`config.mk`:
```
export PLATFORM = sky130hd
export DESIGN_NAME = mem_access_stage_flat
export DESIGN_NICKNAME = d
export VERILOG_FILES = /design/src/rtl/mem_access_stage_if.sv /design/src/rtl/mem_access_stage.sv /design/src/flat_wrapper.sv
export SDC_FILE = /design/constraint.sdc
export NUM_CORES = 1
export LEC_CHECK = 0
export ABC_CLOCK_PERIOD_IN_PS = 1600
export CORE_ASPECT_RATIO = 1.1
export CORE_MARGIN = 2
export CORE_UTILIZATION = 30
export DETAILED_ROUTE_END_ITERATION = 10
export HOLD_SLACK_MARGIN = 0.1
export PLACE_DENSITY = 0.77
export SETUP_SLACK_MARGIN = 0.4
export SYNTH_ARGS = -nofsm -noshare
export SYNTH_HDL_FRONTEND = slang
export SYNTH_SLANG_ARGS = --single-unit
export TNS_END_PERCENT = 100
```
`constraint.sdc`:
```
create_clock -name clk -period 1.6 [get_ports clk]
set_input_delay 0.32 -clock clk [delete_from_list [all_inputs] [get_ports clk]]
set_output_delay 0.32 -clock clk [all_outputs]
set_load 0.02 [all_outputs]
```
`src/rtl/mem_access_stage_if.sv`:
```
// Data-memory request/ready bus between the MEM stage (master) and data memory (slave).
interface mem_access_stage_if #(
  parameter int WORD_SIZE = 16
);
  logic                 d_readM;
  logic                 d_writeM;
  logic [WORD_SIZE-1:0] d_address;
  logic [WORD_SIZE-1:0] d_wdata;
  logic [WORD_SIZE-1:0] d_rdata;
  logic                 d_ready;

  modport master (
    output d_readM, d_writeM, d_address, d_wdata,
    input  d_rdata, d_ready
  );

  modport slave (
    input  d_readM, d_writeM, d_address, d_wdata,
    output d_rdata, d_ready
  );
endinterface

```
`src/rtl/mem_access_stage.sv`:
```
// MEM stage: issues data-memory loads/stores, stalls upstream until completion,
// and presents MEM/WB latch inputs. Non-memory instructions pass through combinationally.
module mem_access_stage #(
  parameter int WORD_SIZE = 16,
  parameter int MAX_WAIT  = 15
) (
  input  logic                 clk,
  input  logic                 reset_n,
  input  logic                 ex_valid,
  input  logic                 MemRead_in,
  input  logic                 MemWrite_in,
  input  logic [WORD_SIZE-1:0] ALU_Result_in,
  input  logic [WORD_SIZE-1:0] WriteData_in,
  input  logic [1:0]           rd_in,
  input  logic                 MemtoReg_in,
  input  logic                 RegWrite_in,
  input  logic                 is_wwd_in,
  input  logic                 is_done_in,
  mem_access_stage_if.master   mem,
  output logic                 mem_stall,
  output logic                 wb_valid,
  output logic [WORD_SIZE-1:0] MemData_out,
  output logic [WORD_SIZE-1:0] ALU_Result_out,
  output logic [1:0]           rd_out,
  output logic                 MemtoReg_out,
  output logic                 RegWrite_out,
  output logic                 is_wwd_out,
  output logic                 is_done_out,
  output logic                 mem_error
);
  typedef enum logic [1:0] {IDLE, ACCESS, DONE} state_t;

  state_t               state_q, state_d;
  logic [7:0]           wait_q, wait_d;
  logic [WORD_SIZE-1:0] rdata_q, rdata_d;
  logic                 err_q, err_d;
  logic                 mem_op, is_rd, is_wr, req, fwd;

  // A read+write conflict is resolved as a read; the write is dropped.
  assign is_rd  = MemRead_in;
  assign is_wr  = MemWrite_in & ~MemRead_in;
  assign mem_op = ex_valid & (MemRead_in | MemWrite_in);

  always_ff @(posedge clk or negedge reset_n) begin
    if (!reset_n) begin
      state_q <= IDLE;
      wait_q  <= '0;
      rdata_q <= '0;
      err_q   <= 1'b0;
    end else begin
      state_q <= state_d;
      wait_q  <= wait_d;
      rdata_q <= rdata_d;
      err_q   <= err_d;
    end
  end

  always_comb begin
    state_d        = state_q;
    wait_d         = wait_q;
    rdata_d        = rdata_q;
    err_d          = err_q;
    req            = 1'b0;
    fwd            = 1'b0;
    mem_stall      = 1'b0;
    wb_valid       = 1'b0;
    MemData_out    = '0;
    mem.d_readM    = 1'b0;
    mem.d_writeM   = 1'b0;
    mem.d_address  = '0;
    mem.d_wdata    = '0;
    ALU_Result_out = '0;
    rd_out         = '0;
    MemtoReg_out   = 1'b0;
    RegWrite_out   = 1'b0;
    is_wwd_out     = 1'b0;
    is_done_out    = 1'b0;

    case (state_q)
      IDLE: begin
        if (mem_op) begin
          req       = 1'b1;
          mem_stall = 1'b1;
          wait_d    = '0;
          state_d   = ACCESS;
          if (MemRead_in && MemWrite_in) err_d = 1'b1;
        end else begin
          wb_valid = ex_valid;
          fwd      = 1'b1;
        end
      end
      ACCESS: begin
        req       = 1'b1;
        mem_stall = 1'b1;
        wait_d    = wait_q + 8'd1;
        if (mem.d_ready) begin
          if (is_rd) rdata_d = mem.d_rdata;
          state_d = DONE;
        end else if (wait_q == 8'(MAX_WAIT - 1)) begin
          // Timeout: loads return all ones so software sees a poisoned value.
          rdata_d = '1;
          err_d   = 1'b1;
          state_d = DONE;
        end
      end
      DONE: begin
        wb_valid    = 1'b1;
        fwd         = 1'b1;
        MemData_out = is_rd ? rdata_q : '0;
        state_d     = IDLE;
      end
      default: state_d = IDLE;
    endcase

    if (req) begin
      mem.d_readM   = is_rd;
      mem.d_writeM  = is_wr;
      mem.d_address = ALU_Result_in;
      mem.d_wdata   = WriteData_in;
    end

    if (fwd) begin
      ALU_Result_out = ALU_Result_in;
      rd_out         = rd_in;
      MemtoReg_out   = MemtoReg_in;
      RegWrite_out   = RegWrite_in;
      is_wwd_out     = is_wwd_in;
      is_done_out    = is_done_in;
    end

    // Pass-through paths are combinational, so they must be gated to read 0 in reset.
    if (!reset_n) begin
      mem_stall      = 1'b0;
      wb_valid       = 1'b0;
      MemData_out    = '0;
      mem.d_readM    = 1'b0;
      mem.d_writeM   = 1'b0;
      mem.d_address  = '0;
      mem.d_wdata    = '0;
      ALU_Result_out = '0;
      rd_out         = '0;
      MemtoReg_out   = 1'b0;
      RegWrite_out   = 1'b0;
      is_wwd_out     = 1'b0;
      is_done_out    = 1'b0;
    end
  end

  assign mem_error = err_q;
endmodule

```
`src/flat_wrapper.sv`:
```
// flat-port wrapper written by rule: the top's interface ports become plain ports
module mem_access_stage_flat 
#(
  parameter int WORD_SIZE = 16,
  parameter int MAX_WAIT  = 15
)
  (clk, reset_n, ex_valid, MemRead_in, MemWrite_in, ALU_Result_in, WriteData_in, rd_in, MemtoReg_in, RegWrite_in, is_wwd_in, is_done_in, mem_stall, wb_valid, MemData_out, ALU_Result_out, rd_out, MemtoReg_out, RegWrite_out, is_wwd_out, is_done_out, mem_error, mem_d_readM, mem_d_writeM, mem_d_address, mem_d_wdata, mem_d_rdata, mem_d_ready);
  mem_access_stage_if #(.WORD_SIZE(WORD_SIZE)) mem_i ();
  input  logic clk;
  input  logic reset_n;
  input  logic ex_valid;
  input  logic MemRead_in;
  input  logic MemWrite_in;
  input  logic [WORD_SIZE-1:0] ALU_Result_in;
  input  logic [WORD_SIZE-1:0] WriteData_in;
  input  logic [1:0] rd_in;
  input  logic MemtoReg_in;
  input  logic RegWrite_in;
  input  logic is_wwd_in;
  input  logic is_done_in;
  output logic mem_stall;
  output logic wb_valid;
  output logic [WORD_SIZE-1:0] MemData_out;
  output logic [WORD_SIZE-1:0] ALU_Result_out;
  output logic [1:0] rd_out;
  output logic MemtoReg_out;
  output logic RegWrite_out;
  output logic is_wwd_out;
  output logic is_done_out;
  output logic mem_error;
  output wire logic [$bits(mem_i.d_readM)-1:0] mem_d_readM;
  output wire logic [$bits(mem_i.d_writeM)-1:0] mem_d_writeM;
  output wire logic [$bits(mem_i.d_address)-1:0] mem_d_address;
  output wire logic [$bits(mem_i.d_wdata)-1:0] mem_d_wdata;
  input wire logic [$bits(mem_i.d_rdata)-1:0] mem_d_rdata;
  input wire logic [$bits(mem_i.d_ready)-1:0] mem_d_ready;
  assign mem_d_readM = mem_i.d_readM;
  assign mem_d_writeM = mem_i.d_writeM;
  assign mem_d_address = mem_i.d_address;
  assign mem_d_wdata = mem_i.d_wdata;
  assign mem_i.d_rdata = mem_d_rdata;
  assign mem_i.d_ready = mem_d_ready;
  mem_access_stage #(.WORD_SIZE(WORD_SIZE), .MAX_WAIT(MAX_WAIT)) u_core (.clk(clk), .reset_n(reset_n), .ex_valid(ex_valid), .MemRead_in(MemRead_in), .MemWrite_in(MemWrite_in), .ALU_Result_in(ALU_Result_in), .WriteData_in(WriteData_in), .rd_in(rd_in), .MemtoReg_in(MemtoReg_in), .RegWrite_in(RegWrite_in), .is_wwd_in(is_wwd_in), .is_done_in(is_done_in), .mem(mem_i), .mem_stall(mem_stall), .wb_valid(wb_valid), .MemData_out(MemData_out), .ALU_Result_out(ALU_Result_out), .rd_out(rd_out), .MemtoReg_out(MemtoReg_out), .RegWrite_out(RegWrite_out), .is_wwd_out(is_wwd_out), .is_done_out(is_done_out), .mem_error(mem_error));
endmodule
```
==> flow_summary.toml, run 1 <==
[die]
num_rows = 29
fp.dieW_um = 76.44
design.core.area_sq_um = 5660
ios = 135
dieArea_sq_um = 6397
die_h_um = 83.69
start_util = 0.3059

[clocking]
cts-hold-fix-buffers = 0
clock-sinks = 27
htree_levels = 1
numCtsBuffers = 3
cts_buffer_depth = 2
clkSlewWorstSetupHoldPaths_ns = 0.09
ctsRootBufferMaster = "clkbuf_8"
clk_latency_ns = 0.27
cts_tree = "yes"

[timing]
worst_pin_slew_ns = 0.4091
rsz0062_at_grt = "yes"
period_needed_ns = 2.043
fin_worst_skew_ns = 0.008813
tns_ns = -23.87
hold_viol = 0
max-slew-margin-rel = 0.7264
drv_slew = 0
finalWorstSetupSlack_ns = -0.4434
period_share = 1.277
fmax_ghz = 0.4894
setup_viol = 73

[status]
status = "finished with violations"
failed_checks = "setup timing"

[global_route]
grt_usage = 0.2113
grt_pass1_vias = 2196
antenna_found_initial = 0
overflow = 0
grt_pass1_wl_um = 11110
grt_max_degree = 23

[power_and_ir_drop]
pwr_density_cell_nw_per_um2 = 862.7
fin_total_pwr_uw = 3598
power_frac_seq = 0.333
ir_drop_uv = 680.8
internal_power_uw = 2272
power_frac_clock = 0.108
sw_frac_of_total = 0.3686
pwr-share-comb = 0.559
power.switching_uw = 1326
p_leak_uw = 0.001875

[placed_design]
dp_cells = 443
portBuffers = 134
place_congestion = 0.7994
dp_hpwl_um = 4893

[logic_synthesis]
synth_warnings = 0
synthesis.area_sq_um = 1732
syn_nets = 283
yosysUniqueCellTypes = 27
synth_top_area_cell = "dfrtp_1"
yosysSeqAreaShare = 0.3902
synth_top_area_frac = 0.3902
avgSynthCellArea_sq_um = 7.836
ys_top_cells_by_area = "dfrtp_1 39%, and2_1 26%, nor2_1 8.9%, a21oi_1 5.8%, nand2_1 2.2%"
synth_seq_cells = 27
syn_inst = 221

[detailed_routing]
drc = 0
vias = 2200
drt-pass1-iter-count = 5
wl_per_cell_um = 16.41
antenna_left = 0
drt-total-wl_um = 7682
drtIter0Drc = 35
via_per_inst = 4.701

[critical_path]
worstPathRequired_ns = 1.28
worstSetupEndpointType = "output port"
worstPathMaxFanout = 12
startpoint_type = "flop"
critical_path_arrival_ns = 1.72
crit_type = "flop to output port"

[cells_and_area]
syn_to_final_growth_pct = 140.8
final_layout_size_suffix_gt1_frac = 0.6547
antenna_cells = 0
fin_cells = 468
mostFrequentLayoutCell = "and2_4"
layout_common_cells = "70 x and2_4, 56 x buf_6, 55 x clkdlybuf4s50_1"
fin_nets = 454

[hold_path]
hp-class = "primary input to asynchronous set/reset pin"

[job]
drv_cap = 0
[stage by stage]
stage                     hold WS, ns  instance area, sq um  utilization  worst slack [ns]
final                          0.2460                  4170       0.7367           -0.4434
after global routing           0.2577                  4170       0.7367           -0.5061
after CTS                      0.2350                  3827       0.6762           -0.4059
after detailed placement       0.4859                  3567       0.6302           -0.9220
after global placement         0.4664                  3567       0.6302           -0.8984
after floorplan               0.02441                  2049            -         -0.005522
[critical path, stage by stage, from the launching register on]
cell,delay (ns)
dfrtp_1,0.43
nand2b_1,0.23
o21a_4,0.17
nor2_4,0.12
buf_6,0.13
buf_16,0.12
and2_4,0.15
buf_6,0.11
[power groups by stage]
stage	Clock, uW	Combinational, uW	Sequential, uW
3_3_place_gp	0	1410	1090
6_report	387	2010	1200
5_1_grt	429	2140	1230
2_1_floorplan	0	846	1070
4_1_cts	395	1670	1080
3_5_place_dp	0	1440	1100
[Yosys cell counts (all sizes together)]
master / count
a21oi: 20
and2: 72
and3: 1
and4b: 1
buf: 3
clkbuf: 8
dfrtp: 27
ha: 2
inv: 2
nand2: 10
nand2b: 3
nand3: 2
nand4: 2
nor2: 43
nor2b: 2
nor3: 3
nor4b: 1
o211ai: 2
o21a: 2
o21ai: 6
o31ai: 1
or3: 5
or4: 2
xor2: 1
[metal layers]
layer  track usage  up-vias  part of all wire  routed length, um
met5             0        -                 0                  0
met4       0.03802        0             0.012                 93
met3       0.03571        8             0.051                388
met2        0.4175       91              0.56               4329
met1        0.2360     1044              0.37               2870
li1              -     1057                 -                  -
[state kept, by name, indices dropped and copies added, names as in the netlist]
register / count
u_core.wait_q: 8
u_core.rdata_q: 16
u_core.state_q: 2
u_core.mem_error: 1
[kinds of logic (layout without fill, tap and decap cells)]
family                   count (synthesis)  after routing  synth area share
AND/OR/NAND/NOR                        147            148            0.4588
AO/OA/AOI/OAI                           31             31           0.09682
flip-flops                              27             27            0.3902
buffers and inverters                   13            182           0.03468
adder cells (fa/ha/maj)                  2              2           0.01445
XOR/XNOR                                 1              1          0.005059
[final timing paths]
check | from | to | slack, ns | cells after the start
worst max-delay path | u_core.state_q[1]$_DFFE_PN0P_ | mem_d_address[7] | -0.44 | 7
worst min-delay path | reset_n | u_core.wait_q[0]$_DFFE_PN0P_ | 0.25 | 2
worst max register to register | u_core.state_q[0]$_DFFE_PN0P_ | u_core.rdata_q[0]$_DFFE_PN0P_ | 0.02 | 8
worst min register to register | u_core.mem_error$_DFFE_PN0P_ | u_core.mem_error$_DFFE_PN0P_ | 0.50 | 2
max in group asynchronous | reset_n | u_core.state_q[1]$_DFFE_PN0P_ | 1.09 | 2
min in group clk | u_core.mem_error$_DFFE_PN0P_ | u_core.mem_error$_DFFE_PN0P_ | 0.50 | 2
[repair_timing]
item	in CTS	in global routing
gates resized for setup	442	79
setup buffers	12	5
pin swaps	10	24
cloned	3	1
endpoints found under the setup margin	101	101
[layout make-up]
class | count | area [sq um]
clock buffer | 3 | 41.29
fill | 392 | 1490
timing repair buffer | 176 | 1779
multi-input combinational | 182 | 1564
tap | 77 | 96.34
inverter | 2 | 7.507
clock inverter | 1 | 5.005
sequential | 27 | 676.9
No activity file was read; power rests on OpenSTA's default activity.
==> run 2, diff against run 1 <==
--- a/config.mk
+++ b/config.mk
@@ -6,6 +6,7 @@
 export NUM_CORES = 1
 export LEC_CHECK = 0
 export ABC_CLOCK_PERIOD_IN_PS = 1600
+export CAP_MARGIN = 20
 export CORE_ASPECT_RATIO = 1.1
 export CORE_MARGIN = 2
 export CORE_UTILIZATION = 30
==> results of run 2 <==
Final layout, timing and power as in run 1 (identical DEF).
==> run 3, diff against run 2 <==
--- a/config.mk
+++ b/config.mk
@@ -11,8 +11,7 @@
 export CORE_MARGIN = 2
 export CORE_UTILIZATION = 30
 export DETAILED_ROUTE_END_ITERATION = 10
-export HOLD_SLACK_MARGIN = 0.1
-export PLACE_DENSITY = 0.77
+export PLACE_DENSITY_LB_ADDON = 0.08
 export SETUP_SLACK_MARGIN = 0.4
 export SYNTH_ARGS = -nofsm -noshare
 export SYNTH_HDL_FRONTEND = slang
==> run 3 against run 2 <==
Against the previous run: first-iteration DRC count grew 69%; largest cell class unchanged; sequential share of layout area fell by 0.74 points; routed wire length rose by 7.8%; register-to-register slack lost 0.14 ns; power up 0.62%; the run still ends with setup timing left; cell count up 3.4%; clock-buffer cell count did not move; critical path depth grew 1; combinational power up 7%; via count up 4.5%.
==> flow_summary.toml, run 3 (synthesis gave the netlist of run 1 again) <==
[die]
design.core.area_sq_um = 5660
fp.dieW_um = 76.44
ios = 135
start_util = 0.3059
num_rows = 29
die_h_um = 83.69
dieArea_sq_um = 6397

[placed_design]
place_ws_ns = -0.9711
portBuffers = 134
dp_cells = 441
place_congestion = 0.8475
dp_hpwl_um = 4967

[clocking]
clkSlewWorstSetupHoldPaths_ns = 0.08
cts_tree = "yes"
cts-hold-fix-buffers = 0
clk_latency_ns = 0.27
ctsRootBufferMaster = "clkbuf_8"
cts_buffer_depth = 2
clock-sinks = 27
numCtsBuffers = 3
htree_levels = 1

[critical_path]
max_stage_delay_ns = 0.41
worstPathMaxFanout = 6
critical_path_arrival_ns = 1.73
ff2ff_path_depth = 7
worstSetupEndpointType = "output port"
critical_path.most_common_cell = "buf_6"
worstPathRequired_ns = 1.28
rr_endpoint = "u_core.wait_q[4]$_DFFE_PN0P_"
cp_cell_sequence = "nand2b_4 -> o21a_4 -> nor2_4 -> buf_6 -> buf_12 -> buf_16 -> and2_4 -> buf_6"
crit_type = "flop to output port"
path_delay_family = "buffers and inverters"
r2r_setup_slack_ns = -0.12
cp_num_buf_inv = 4
slowest_stage = "dfrtp_1"
r2r_start = "u_core.state_q[1]$_DFFE_PN0P_"
startpoint_type = "flop"

[cells_and_area]
syn_to_final_growth_pct = 151.9
layout_common_cells = "72 x and2_4, 70 x buf_6, 54 x clkdlybuf4s50_1"
antenna_cells = 0
mostFrequentLayoutCell = "and2_4"
fillCellCount = 409
largest_register = "u_core.rdata_q"
multi_input_area_sq_um = 1468
utilization = 0.7706
largest_reg_flops = 16
final_layout_size_suffix_gt1_frac = 0.6290
top_regs = "u_core.rdata_q: 16 flops, u_core.wait_q: 8 flops, u_core.state_q: 2 flops"
seq_area_sq_um = 675.6
fin_cells = 484
fin_nets = 470

[global_route]
grt_pass1_wl_um = 11850
grt_max_degree = 23
grt_pass1_vias = 2254
met2_usage = 0.4465
overflow = 0
busiest_layer = "met2"
met3_usage = 0.04545
antenna_found_initial = 0
grt_usage = 0.2311
use_met1 = 0.2621

[power_and_ir_drop]
power.switching_uw = 1266
pwr_density_cell_nw_per_um2 = 829.9
ir_drop_uv = 683.7
sw_frac_of_total = 0.3498
internal_power_uw = 2353
power_frac_seq = 0.300
pwr-share-comb = 0.596
power_frac_clock = 0.104
p_leak_uw = 0.001994

[timing]
rsz0062_at_grt = "yes"
period_needed_ns = 2.049
whs_ns = 0.2668
drv_slew = 0
finalWorstSetupSlack_ns = -0.4486
max-slew-margin-rel = 0.7284
fin_worst_skew_ns = 0.006815
hold_viol = 0
setup_viol = 78
fmax_ghz = 0.4881
period_share = 1.280
worst_pin_slew_ns = 0.4073

[detailed_routing]
drt-pass1-iter-count = 4
drt-total-wl_um = 8281
antenna_left = 0
vias = 2300
via_per_inst = 4.752
drtIter0Drc = 59
drc = 0
wl_per_cell_um = 17.11

[status]
status = "finished with violations"
failed_checks = "setup timing"

[job]
drv_cap = 0

[hold_path]
hp-class = "primary input to asynchronous set/reset pin"
-- run 3: cell count changes in the layout (fill, tap and decap cells not counted), sizes merged --
| cell | delta |
|---|---|
| buf | +13 |
| clkdlybuf4s50 | -1 |
| bufbuf | +1 |
| clkdlybuf4s15 | +1 |
| dlygate4sd2 | -1 |
| clkbuf | +2 |
| nand2 | +1 |
-- run 3: worst register-to-register path, stage by stage, from the launching register on --
cell and delay [ns]:
dfrtp_1 0.41, nand2b_4 0.16, o21a_4 0.21, buf_4 0.14, buf_8 0.12, buf_6 0.12
or4_1 0.42, nand2_1 0.08
-- run 3: power by group through the flow --
stage                     Combinational [uW]  Sequential [uW]  Clock (uW)
after floorplan                          846             1070           0
after global placement                  1410             1080           0
after detailed placement                1430             1100           0
after CTS                               1880             1070         390
after global routing                    2290             1110         417
final                                   2160             1090         375
-- run 3: cell type report --
class,count,share of cell area
timing repair buffer,191,0.4742
multi-input combinational,183,0.3365
sequential,27,0.1549
tap,77,0.02209
clock buffer,3,0.009466
inverter,2,0.001721
clock inverter,1,0.001147
-- run 3: worst max-delay path by stage --
stage,endpoint,from,depth (start not counted)
3_5_place_dp,mem_d_address[8],ex_valid,7
4_1_cts,mem_d_address[4],u_core.state_q[1]$_DFFE_PN0P_,8
5_1_grt,mem_d_address[10],u_core.state_q[1]$_DFFE_PN0P_,8
2_1_floorplan,mem_d_wdata[10],u_core.state_q[1]$_DFFE_PN0P_,5
3_3_place_gp,mem_d_address[8],ex_valid,7
6_report,mem_d_address[8],u_core.state_q[1]$_DFFE_PN0P_,8
-- run 3: per-stage QoR --
step	total power [uW]	cell area [sq um]	TNS, ns
4_1_cts	3335	3991	-23.69
6_report	3620	4362	-26.85
2_1_floorplan	1912	2049	-0.06700
5_1_grt	3815	4362	-31.97
3_3_place_gp	2491	3552	-65.39
3_5_place_dp	2530	3552	-67.36
-- run 3: repair_timing --
item / CTS / global route
setup buffers: 19 / 9
gates resized for setup: 462 / 58
pin swaps: 13 / 17
gates cloned: 8 / 3
setup endpoints to repair: 101 / 101
-- run 3: metal layers --
metal | part of all wire | vias to the layer above
met3 | 0.055 | 8
met2 | 0.57 | 94
li1 | - | 1096
met1 | 0.36 | 1102
met4 | 0.0089 | 0
met5 | 0 | -
